## src/rtl/marquee_pkg.sv

```systemverilog
// Shared definitions for the scrolling marquee: character codes, FSM states
// and the active-low "all segments off" pattern.
package marquee_pkg;

    localparam logic [4:0] CH_H     = 5'd16;
    localparam logic [4:0] CH_L     = 5'd17;
    localparam logic [4:0] CH_P     = 5'd18;
    localparam logic [4:0] CH_U     = 5'd19;
    localparam logic [4:0] CH_N     = 5'd20;
    localparam logic [4:0] CH_O     = 5'd21;
    localparam logic [4:0] CH_R     = 5'd22;
    localparam logic [4:0] CH_T     = 5'd23;
    localparam logic [4:0] CH_Y     = 5'd24;
    localparam logic [4:0] CH_DASH  = 5'd25;
    localparam logic [4:0] CH_UNDER = 5'd26;
    localparam logic [4:0] CH_BLANK = 5'd31;

    localparam logic [6:0] SEG_OFF  = 7'h7F;

    typedef enum logic [1:0] {
        IDLE   = 2'd0,
        SCROLL = 2'd1,
        DWELL  = 2'd2
    } state_t;

endpackage

```

## src/rtl/scrolling_marquee_if.sv

```systemverilog
// Control/write/display bundle between the marquee and whatever loads its text.
// master = controller side, slave = the marquee itself.
interface scrolling_marquee_if #(
    parameter int NUM_DIGITS = 6,
    parameter int MSG_LEN    = 16
);
    localparam int AW = $clog2(MSG_LEN);

    logic                    run;
    logic                    dir;
    logic [1:0]              speed;
    logic                    wr_en;
    logic [AW-1:0]           wr_addr;
    logic [4:0]              wr_data;
    logic [7*NUM_DIGITS-1:0] hex;
    logic [AW-1:0]           offset;
    logic                    wrap;

    modport master (
        output run, dir, speed, wr_en, wr_addr, wr_data,
        input  hex, offset, wrap
    );

    modport slave (
        input  run, dir, speed, wr_en, wr_addr, wr_data,
        output hex, offset, wrap
    );
endinterface

```

## src/rtl/seg7_char_decoder.sv

```systemverilog
// Combinational 5-bit character code -> active-low seven-segment pattern
// (bit0 = a ... bit6 = g). Codes 27..31 and anything unmapped are blank.
module seg7_char_decoder
    import marquee_pkg::*;
(
    input  logic [4:0] code,
    output logic [6:0] seg
);

    // glyph lookup
    always_comb begin
        seg = SEG_OFF;
        case (code)
            5'd0:     seg = 7'h40;
            5'd1:     seg = 7'h79;
            5'd2:     seg = 7'h24;
            5'd3:     seg = 7'h30;
            5'd4:     seg = 7'h19;
            5'd5:     seg = 7'h12;
            5'd6:     seg = 7'h02;
            5'd7:     seg = 7'h78;
            5'd8:     seg = 7'h00;
            5'd9:     seg = 7'h10;
            5'd10:    seg = 7'h08;
            5'd11:    seg = 7'h03;
            5'd12:    seg = 7'h46;
            5'd13:    seg = 7'h21;
            5'd14:    seg = 7'h06;
            5'd15:    seg = 7'h0E;
            CH_H:     seg = 7'h09;
            CH_L:     seg = 7'h47;
            CH_P:     seg = 7'h0C;
            CH_U:     seg = 7'h41;
            CH_N:     seg = 7'h2B;
            CH_O:     seg = 7'h23;
            CH_R:     seg = 7'h2F;
            CH_T:     seg = 7'h07;
            CH_Y:     seg = 7'h11;
            CH_DASH:  seg = 7'h3F;
            CH_UNDER: seg = 7'h77;
            default:  seg = SEG_OFF;
        endcase
    end

endmodule

```

## src/rtl/scrolling_marquee.sv

```systemverilog
// Scrolling seven-segment marquee: writable MSG_LEN-character buffer shown
// through a NUM_DIGITS window that steps left/right at one of four rates.
// Optional feature macro: MARQUEE_DWELL_EN (hold DWELL_STEPS extra ticks at offset 0).
module scrolling_marquee
    import marquee_pkg::*;
#(
    parameter int NUM_DIGITS       = 6,
    parameter int MSG_LEN          = 16,
    parameter int BASE_STEP_CYCLES = 25_000_000,
    parameter int DWELL_STEPS      = 4
) (
    input  logic                CLOCK_50,
    input  logic                RESET,
    scrolling_marquee_if.slave  bus
);

    localparam int AW = $clog2(MSG_LEN);
    localparam int CW = $clog2(BASE_STEP_CYCLES + 1);

    logic [MSG_LEN-1:0][4:0]    msg;
    logic [AW-1:0]              offset_q;
    logic [AW-1:0]              off_nxt;
    logic                       wrapping;
    logic                       wrap_q;
    logic [CW-1:0]              presc;
    logic [CW-1:0]              period_m1;
    logic                       tick;
    logic                       step;
    logic                       dwell_nxt;
    state_t                     state;
    logic [NUM_DIGITS-1:0][4:0] dig_code;
    logic [NUM_DIGITS-1:0][6:0] dig_seg;
    logic [NUM_DIGITS-1:0][6:0] hex_q;

    // Compare with >= so a speed change that shortens the period fires on the
    // next cycle instead of waiting for the counter to roll over.
    assign period_m1 = CW'((BASE_STEP_CYCLES >> bus.speed) - 1);
    assign tick      = bus.run && (presc >= period_m1);

    // prescaler: counts only while running, clears on every tick
    always_ff @(posedge CLOCK_50) begin
        if (RESET)        presc <= '0;
        else if (tick)    presc <= '0;
        else if (bus.run) presc <= presc + CW'(1);
    end

`ifdef MARQUEE_DWELL_EN
    localparam int DCW = (DWELL_STEPS > 1) ? $clog2(DWELL_STEPS) : 1;

    logic           dwell_act;
    logic [DCW-1:0] dwell_cnt;
    logic           landing;
    logic           dwell_done;

    // While dwelling no step is taken, so dir is only looked at again once
    // the dwell has been left.
    assign step       = tick && !dwell_act;
    assign landing    = step && (off_nxt == '0);
    assign dwell_done = dwell_act && tick && (dwell_cnt == DCW'(DWELL_STEPS - 1));
    assign dwell_nxt  = landing || (dwell_act && !dwell_done);

    // dwell counter: armed on landing at 0, advanced by ticks (frozen when run=0)
    always_ff @(posedge CLOCK_50) begin
        if (RESET) begin
            dwell_act <= 1'b0;
            dwell_cnt <= '0;
        end else if (landing) begin
            dwell_act <= 1'b1;
            dwell_cnt <= '0;
        end else if (dwell_done) begin
            dwell_act <= 1'b0;
        end else if (dwell_act && tick) begin
            dwell_cnt <= dwell_cnt + DCW'(1);
        end
    end
`else
    logic [31:0] dwell_unused;

    assign step         = tick;
    assign dwell_nxt    = 1'b0;
    assign dwell_unused = DWELL_STEPS;
`endif

    // next offset with wrap detection in both directions
    always_comb begin
        off_nxt  = offset_q;
        wrapping = 1'b0;
        if (step) begin
            if (!bus.dir) begin
                if (offset_q == AW'(MSG_LEN - 1)) begin
                    off_nxt  = '0;
                    wrapping = 1'b1;
                end else begin
                    off_nxt = offset_q + AW'(1);
                end
            end else begin
                if (offset_q == '0) begin
                    off_nxt  = AW'(MSG_LEN - 1);
                    wrapping = 1'b1;
                end else begin
                    off_nxt = offset_q - AW'(1);
                end
            end
        end
    end

    // offset register and wrap strobe, aligned with each other
    always_ff @(posedge CLOCK_50) begin
        if (RESET) begin
            offset_q <= '0;
            wrap_q   <= 1'b0;
        end else begin
            offset_q <= off_nxt;
            wrap_q   <= wrapping;
        end
    end

    // message buffer: blank on reset, writes land regardless of run/step
    always_ff @(posedge CLOCK_50) begin
        if (RESET)
            msg <= {MSG_LEN{CH_BLANK}};
        else if (bus.wr_en && (int'(bus.wr_addr) < MSG_LEN))
            msg[bus.wr_addr] <= bus.wr_data;
    end

    // control FSM; the dwell hold itself is tracked by dwell_act so that a
    // pause/resume inside a dwell resumes it without losing the count
    always_ff @(posedge CLOCK_50) begin
        if (RESET)          state <= IDLE;
        else if (!bus.run)  state <= IDLE;
        else if (dwell_nxt) state <= DWELL;
        else                state <= SCROLL;
    end

    // state has no datapath consumer; keep it visible without a dangling net
    logic fsm_unused;
    assign fsm_unused = ^state;

    // window: digit k shows msg[(offset + NUM_DIGITS-1-k) mod MSG_LEN]
    for (genvar k = 0; k < NUM_DIGITS; k++) begin : g_dig
        logic [AW:0]   idx_sum;
        logic [AW-1:0] idx;

        assign idx_sum     = {1'b0, offset_q} + (AW+1)'(NUM_DIGITS - 1 - k);
        assign idx         = (idx_sum >= (AW+1)'(MSG_LEN)) ?
                             AW'(idx_sum - (AW+1)'(MSG_LEN)) : idx_sum[AW-1:0];
        assign dig_code[k] = msg[idx];

        seg7_char_decoder u_dec (
            .code (dig_code[k]),
            .seg  (dig_seg[k])
        );
    end

    // registered display outputs
    always_ff @(posedge CLOCK_50) begin
        if (RESET) hex_q <= '1;
        else       hex_q <= dig_seg;
    end

    assign bus.hex    = hex_q;
    assign bus.offset = offset_q;
    assign bus.wrap   = wrap_q;

endmodule
```

## src/flat_wrapper.sv

```systemverilog
// flat-port wrapper written by rule: the top's interface ports become plain ports
module scrolling_marquee_flat import marquee_pkg::*;
#(
    parameter int NUM_DIGITS       = 6,
    parameter int MSG_LEN          = 16,
    parameter int BASE_STEP_CYCLES = 25_000_000,
    parameter int DWELL_STEPS      = 4
)
  (CLOCK_50, RESET, bus_run, bus_dir, bus_speed, bus_wr_en, bus_wr_addr, bus_wr_data, bus_hex, bus_offset, bus_wrap);
  scrolling_marquee_if #(.NUM_DIGITS(NUM_DIGITS), .MSG_LEN(MSG_LEN)) bus_i ();
  input  logic CLOCK_50;
  input  logic RESET;
  input wire logic [$bits(bus_i.run)-1:0] bus_run;
  input wire logic [$bits(bus_i.dir)-1:0] bus_dir;
  input wire logic [$bits(bus_i.speed)-1:0] bus_speed;
  input wire logic [$bits(bus_i.wr_en)-1:0] bus_wr_en;
  input wire logic [$bits(bus_i.wr_addr)-1:0] bus_wr_addr;
  input wire logic [$bits(bus_i.wr_data)-1:0] bus_wr_data;
  output wire logic [$bits(bus_i.hex)-1:0] bus_hex;
  output wire logic [$bits(bus_i.offset)-1:0] bus_offset;
  output wire logic [$bits(bus_i.wrap)-1:0] bus_wrap;
  assign bus_i.run = bus_run;
  assign bus_i.dir = bus_dir;
  assign bus_i.speed = bus_speed;
  assign bus_i.wr_en = bus_wr_en;
  assign bus_i.wr_addr = bus_wr_addr;
  assign bus_i.wr_data = bus_wr_data;
  assign bus_hex = bus_i.hex;
  assign bus_offset = bus_i.offset;
  assign bus_wrap = bus_i.wrap;
  scrolling_marquee #(.NUM_DIGITS(NUM_DIGITS), .MSG_LEN(MSG_LEN), .BASE_STEP_CYCLES(BASE_STEP_CYCLES), .DWELL_STEPS(DWELL_STEPS)) u_core (.CLOCK_50(CLOCK_50), .RESET(RESET), .bus(bus_i));
endmodule
```

## config.mk

```make
export PLATFORM = sky130hd
export DESIGN_NAME = scrolling_marquee_flat
export DESIGN_NICKNAME = d
export VERILOG_FILES = /design/src/rtl/marquee_pkg.sv /design/src/rtl/scrolling_marquee_if.sv /design/src/rtl/seg7_char_decoder.sv /design/src/rtl/scrolling_marquee.sv /design/src/flat_wrapper.sv
export SDC_FILE = /design/constraint.sdc
export NUM_CORES = 1
export LEC_CHECK = 0
export BUFFER_PORTS_ARGS = -buffer_cell sky130_fd_sc_hd__clkbuf_2
export CAP_MARGIN = 20
export CORE_MARGIN = 5
export CORE_UTILIZATION = 35
export DETAILED_ROUTE_END_ITERATION = 10
export GPL_TIMING_DRIVEN = 0
export HOLD_SLACK_MARGIN = 0.03
export PLACE_DENSITY = 0.57
export SETUP_SLACK_MARGIN = 0.15
export SLEW_MARGIN = 20
export SYNTH_ARGS = -nofsm -noshare
export SYNTH_HDL_FRONTEND = slang
export SYNTH_SLANG_ARGS = --single-unit
```

## constraint.sdc

```tcl
create_clock -name CLOCK_50 -period 10.8 [get_ports CLOCK_50]
set_input_delay 1.08 -clock CLOCK_50 [delete_from_list [all_inputs] [get_ports CLOCK_50]]
set_output_delay 1.08 -clock CLOCK_50 [all_outputs]
set_load 0.03 [all_outputs]
```

==> summary.txt <==
Outcome
  – Status: finished clean

Setup path
  – Reg2reg setup slack: between 5000 and 6000 ps
  – Setup CP Type: reg2reg
  – Cell mode on critical path: buf_4
  – Critical path capture point type: flop
  – Worst path arrival time: slightly below 6000 ps
  – Max incr delay on CP: 620 ps
  – Worst path buffer plus inverter count: 9
  – CP Launch Type: flop
  – CP top delay family: buffers and inverters
  – Critical path data required time: 11200 ps
  – Crit-path slowest cell: mux4_2
  – Crit path cell chain: buf_6 > clkbuf_1 > inv_1 > ha_1 > buf_2 > buf_4 > buf_4 > buf_4 > mux4_2 > mux4_2 > inv_1 > ha_1 > clkbuf_1 > a41oi_1 > o21ai_0 > a21oi_1 > nor3_1 > a211o_1
  – Critical path peak fanout: 10

STA
  – Max Fclk: 182 MHz
  – Post-route clock period utilization: 0.510
  – Setup TNS Final: 0 ps
  – Post-layout minimum cycle time: roughly 5500 ps
  – Worst clock skew: 15.8 ps
  – Pins Over Slew Limit: 0
  – Final Setup Violations: 0
  – Final Hold Viols: 0
  – RSZ-0062 raised after global routing: false
  – Worst-Margin Slew: 1080 ps
  – Slew headroom: 0.276

Synth
  – Post-synth EDFFs: 0
  – Post-synth ARST share: 0
  – Avg Cell Area, Syn: 9.90 um^2
  – Post-synthesis sequential area ratio: 0.271
  – Synth Flop Type: dfxtp_1
  – Syn Inst Count: ~1100
  – Flop and latch count out of synthesis: 152
  – Synth unique cells: 74
  – Synthesis warning total: 0
  – Synthesized area: about 11000 um^2

Detailed routing
  – Routed vias: between 9000 and 10000
  – Post-DRT Antenna Nets: 0
  – DRT iter0 DRCs: 881
  – WL/cell: approximately 20 um
  – DRT Wirelength: 32400 um
  – Via/cell ratio: 5.67
  – Router iterations before antenna repair: 5
  – DR DRC count: 0

Min path
  – Hold WC Path Type: reg2reg

Pwr
  – Design Power: 1.29 mW
  – Max IR drop VDD: a little over 0.00008 V
  – Pwr dens: 102 nW/um^2
  – Static Leak: 4.71 nW

Global routing
  – Initial antenna violation count: 0
  – Global-route wire length before repair: around 52000 um
  – Vias in the first global route: 8862
  – GRT Util Overall: 0.183
  – Largest net degree at the start of global routing: 18
  – Congestion Overflow GR: 0

Floorplanning
  – Io pins: 63
  – Die height: 189 um
  – Die width: 189 um
  – Core Area: 31600 um^2
  – Row Count: 65
  – Initial Util: 0.355
  – Die area: around 36000 um^2

Layout
  – Share of cells above drive strength 1: 0.199
  – Layout area overhead: 12.5%
  – Final #Nets: 1295
  – Diode count: 0
  – # fillers: slightly above 3000

Clocking
  – CTS buffer count: 17
  – Hold_buf cts: 0
  – CTS tree: done
  – Resized Gates After CTS: 0
  – Clk Latency, worst-skew pair: ~450 ps
  – Root buffer cell: clkbuf_16
  – Clock buffer depth: 2
  – Post-CTS Setup Bufs: 0
  – Clk sinks: 152
  – Clock transition at the registers of the reported paths: roughly 80 ps
  – Depth of the CTS H-tree: 4

Placed design
  – Post-DP HPWL: 24400 um
  – RePlAce Congestion: 0.923
  – Port bufs: 57

Run
  – Number of max-cap violations: 0
==> Yosys cell counts (4+ instances only) <==
cell      number  area share
buf_6          8      0.0080
mux4_1        11       0.026
mux4_2        92        0.18
o221ai_1       7      0.0055
o21ai_0       35       0.016
clkbuf_1      33       0.011
nor3b_1        6      0.0040
mux2i_1      110       0.098
nor2_1        88       0.029
xnor2_1        7      0.0055
buf_2         18      0.0080
o21ai_1        8      0.0036
a211oi_1       5      0.0033
buf_1          5      0.0017
nor3_1        11      0.0049
nand3b_1       5      0.0033
nand4_1       15      0.0084
a31oi_1        7      0.0039
buf_4         10      0.0067
mux2_2         9      0.0090
o211ai_1      10      0.0067
nand2_1      166       0.056
nand2b_1      10      0.0056
a21oi_1       44       0.020
a21o_1        11      0.0074
and3_1         7      0.0039
nor2b_1        7      0.0039
nand3_1       21      0.0094
a32oi_1        5      0.0039
dfxtp_1      152        0.27
ha_1          68       0.076
inv_1         34       0.011
and2_1         4      0.0022
or3_1          9      0.0050
xor2_1        28       0.022
a22oi_1        5      0.0033
==> metrics by stage <==
| stage | cells | utilization | cell area, um^2 | setup slack (ps) | hold WS (ps) |
|---|---|---|---|---|---|
| finish | 1626 | 0.399 | 12600 | 5300 | 545 |
| global route | 1626 | 0.399 | 12600 | 5060 | 590 |
| CTS | 1626 | 0.399 | 12600 | 5320 | 549 |
| detailed placement | 1594 | 0.380 | 12000 | 5350 | 529 |
| global placement | 1594 | 0.380 | 12000 | 5340 | 518 |
| floorplan | 1135 | - | 11200 | 6450 | 479 |
==> sequential cells by signal, indices dropped and copies added, names as in the netlist <==
name / flops
u_core.bus.wrap: 1
u_core.bus.hex: 42
u_core.bus.offset: 4
u_core.msg: 80
u_core.presc: 25
==> report_power, final <==
| part | internal (mW) | switching, mW |
|---|---|---|
| clock network | 0.333 | 0.298 |
| registers | 0.566 | 0.00756 |
| logic | 0.0302 | 0.0542 |
| total | 0.929 | 0.360 |
==> worst reg2reg max path, cell delays in order (launching register included) <==
cell and delay (ps):
dfxtp_1 590, buf_6 220, clkbuf_1 550, inv_1 350, ha_1 400, buf_2 220, buf_4 260, buf_4 260
buf_4 250, mux4_2 330, mux4_2 620, inv_1 190, ha_1 160, clkbuf_1 360, a41oi_1 180, o21ai_0 130
a21oi_1 60, nor3_1 200, a211o_1 130
==> path summary, 6_finish.rpt <==
path	from	to	cells after the start
setup / recovery	u_core.bus.offset[1]$_SDFFE_PP0P_	u_core.bus.hex[14]$_SDFF_PP1_	18
hold / removal	u_core.msg[78]$_SDFFE_PP1P_	u_core.msg[78]$_SDFFE_PP1P_	2
setup reg to reg	u_core.bus.offset[1]$_SDFFE_PP0P_	u_core.bus.hex[14]$_SDFF_PP1_	18
hold reg to reg	u_core.msg[78]$_SDFFE_PP1P_	u_core.msg[78]$_SDFFE_PP1P_	2
==> cell families (layout without fill, tap and decap cells) <==
kind of cell / Yosys count / count (layout) / share of synthesized area
other: 2 / 3 / 0.000669
AO/OA/AOI/OAI: 175 / 175 / 0.103
flip-flops: 152 / 152 / 0.271
XOR/XNOR: 38 / 38 / 0.0317
multiplexers: 224 / 224 / 0.322
adder cells (fa/ha/maj): 68 / 68 / 0.0758
buffers and inverters: 116 / 205 / 0.0541
AND/OR/NAND/NOR: 359 / 359 / 0.142
==> placed cells by master (no fill, tap or decap), drive strengths merged, types with 3 or more instances in the layout <==
master and instances:
a211o 3, a211oi 6, a21o 11, a21oi 44, a221o 3, a221oi 3
a22oi 5, a31oi 7, a32oi 5, and2 5, and3 7, and4 3
buf 43, clkbuf 109, clkinv 5, conb 3, dfxtp 152, ha 68
inv 45, mux2 9, mux2i 110, mux4 105, nand2 166, nand2b 10
nand3 21, nand3b 5, nand4 15, nor2 90, nor2b 7, nor3 11
nor3b 6, o211ai 10, o21a 3, o21ai 43, o221ai 7, o22ai 3
o2bb2ai 3, or3 9, xnor2 9, xor2 29
==> layer usage <==
layer | vias to the layer above | wire, um | global-route usage | part of all wire
li1 | 4356 | - | - | -
met1 | 4425 | 14700 | 0.258 | 0.45
met2 | 395 | 14200 | 0.277 | 0.44
met3 | 42 | 2710 | 0.0431 | 0.084
met4 | 0 | 782 | 0.0577 | 0.024
met5 | - | 0 | 0 | 0
==> cell type report <==
type / instances / area [um^2] / area share
Multi-Input combinational cell: 867 / 7580 / 0.601
Sequential cell: 152 / 3040 / 0.241
Tap cell: 402 / 503 / 0.0398
Buffer: 78 / 459 / 0.0364
Clock buffer: 17 / 425 / 0.0337
Timing Repair Buffer: 57 / 285 / 0.0226
Clock inverter: 15 / 180 / 0.0143
Inverter: 38 / 148 / 0.0117
(Power assumes the default switching activity.)
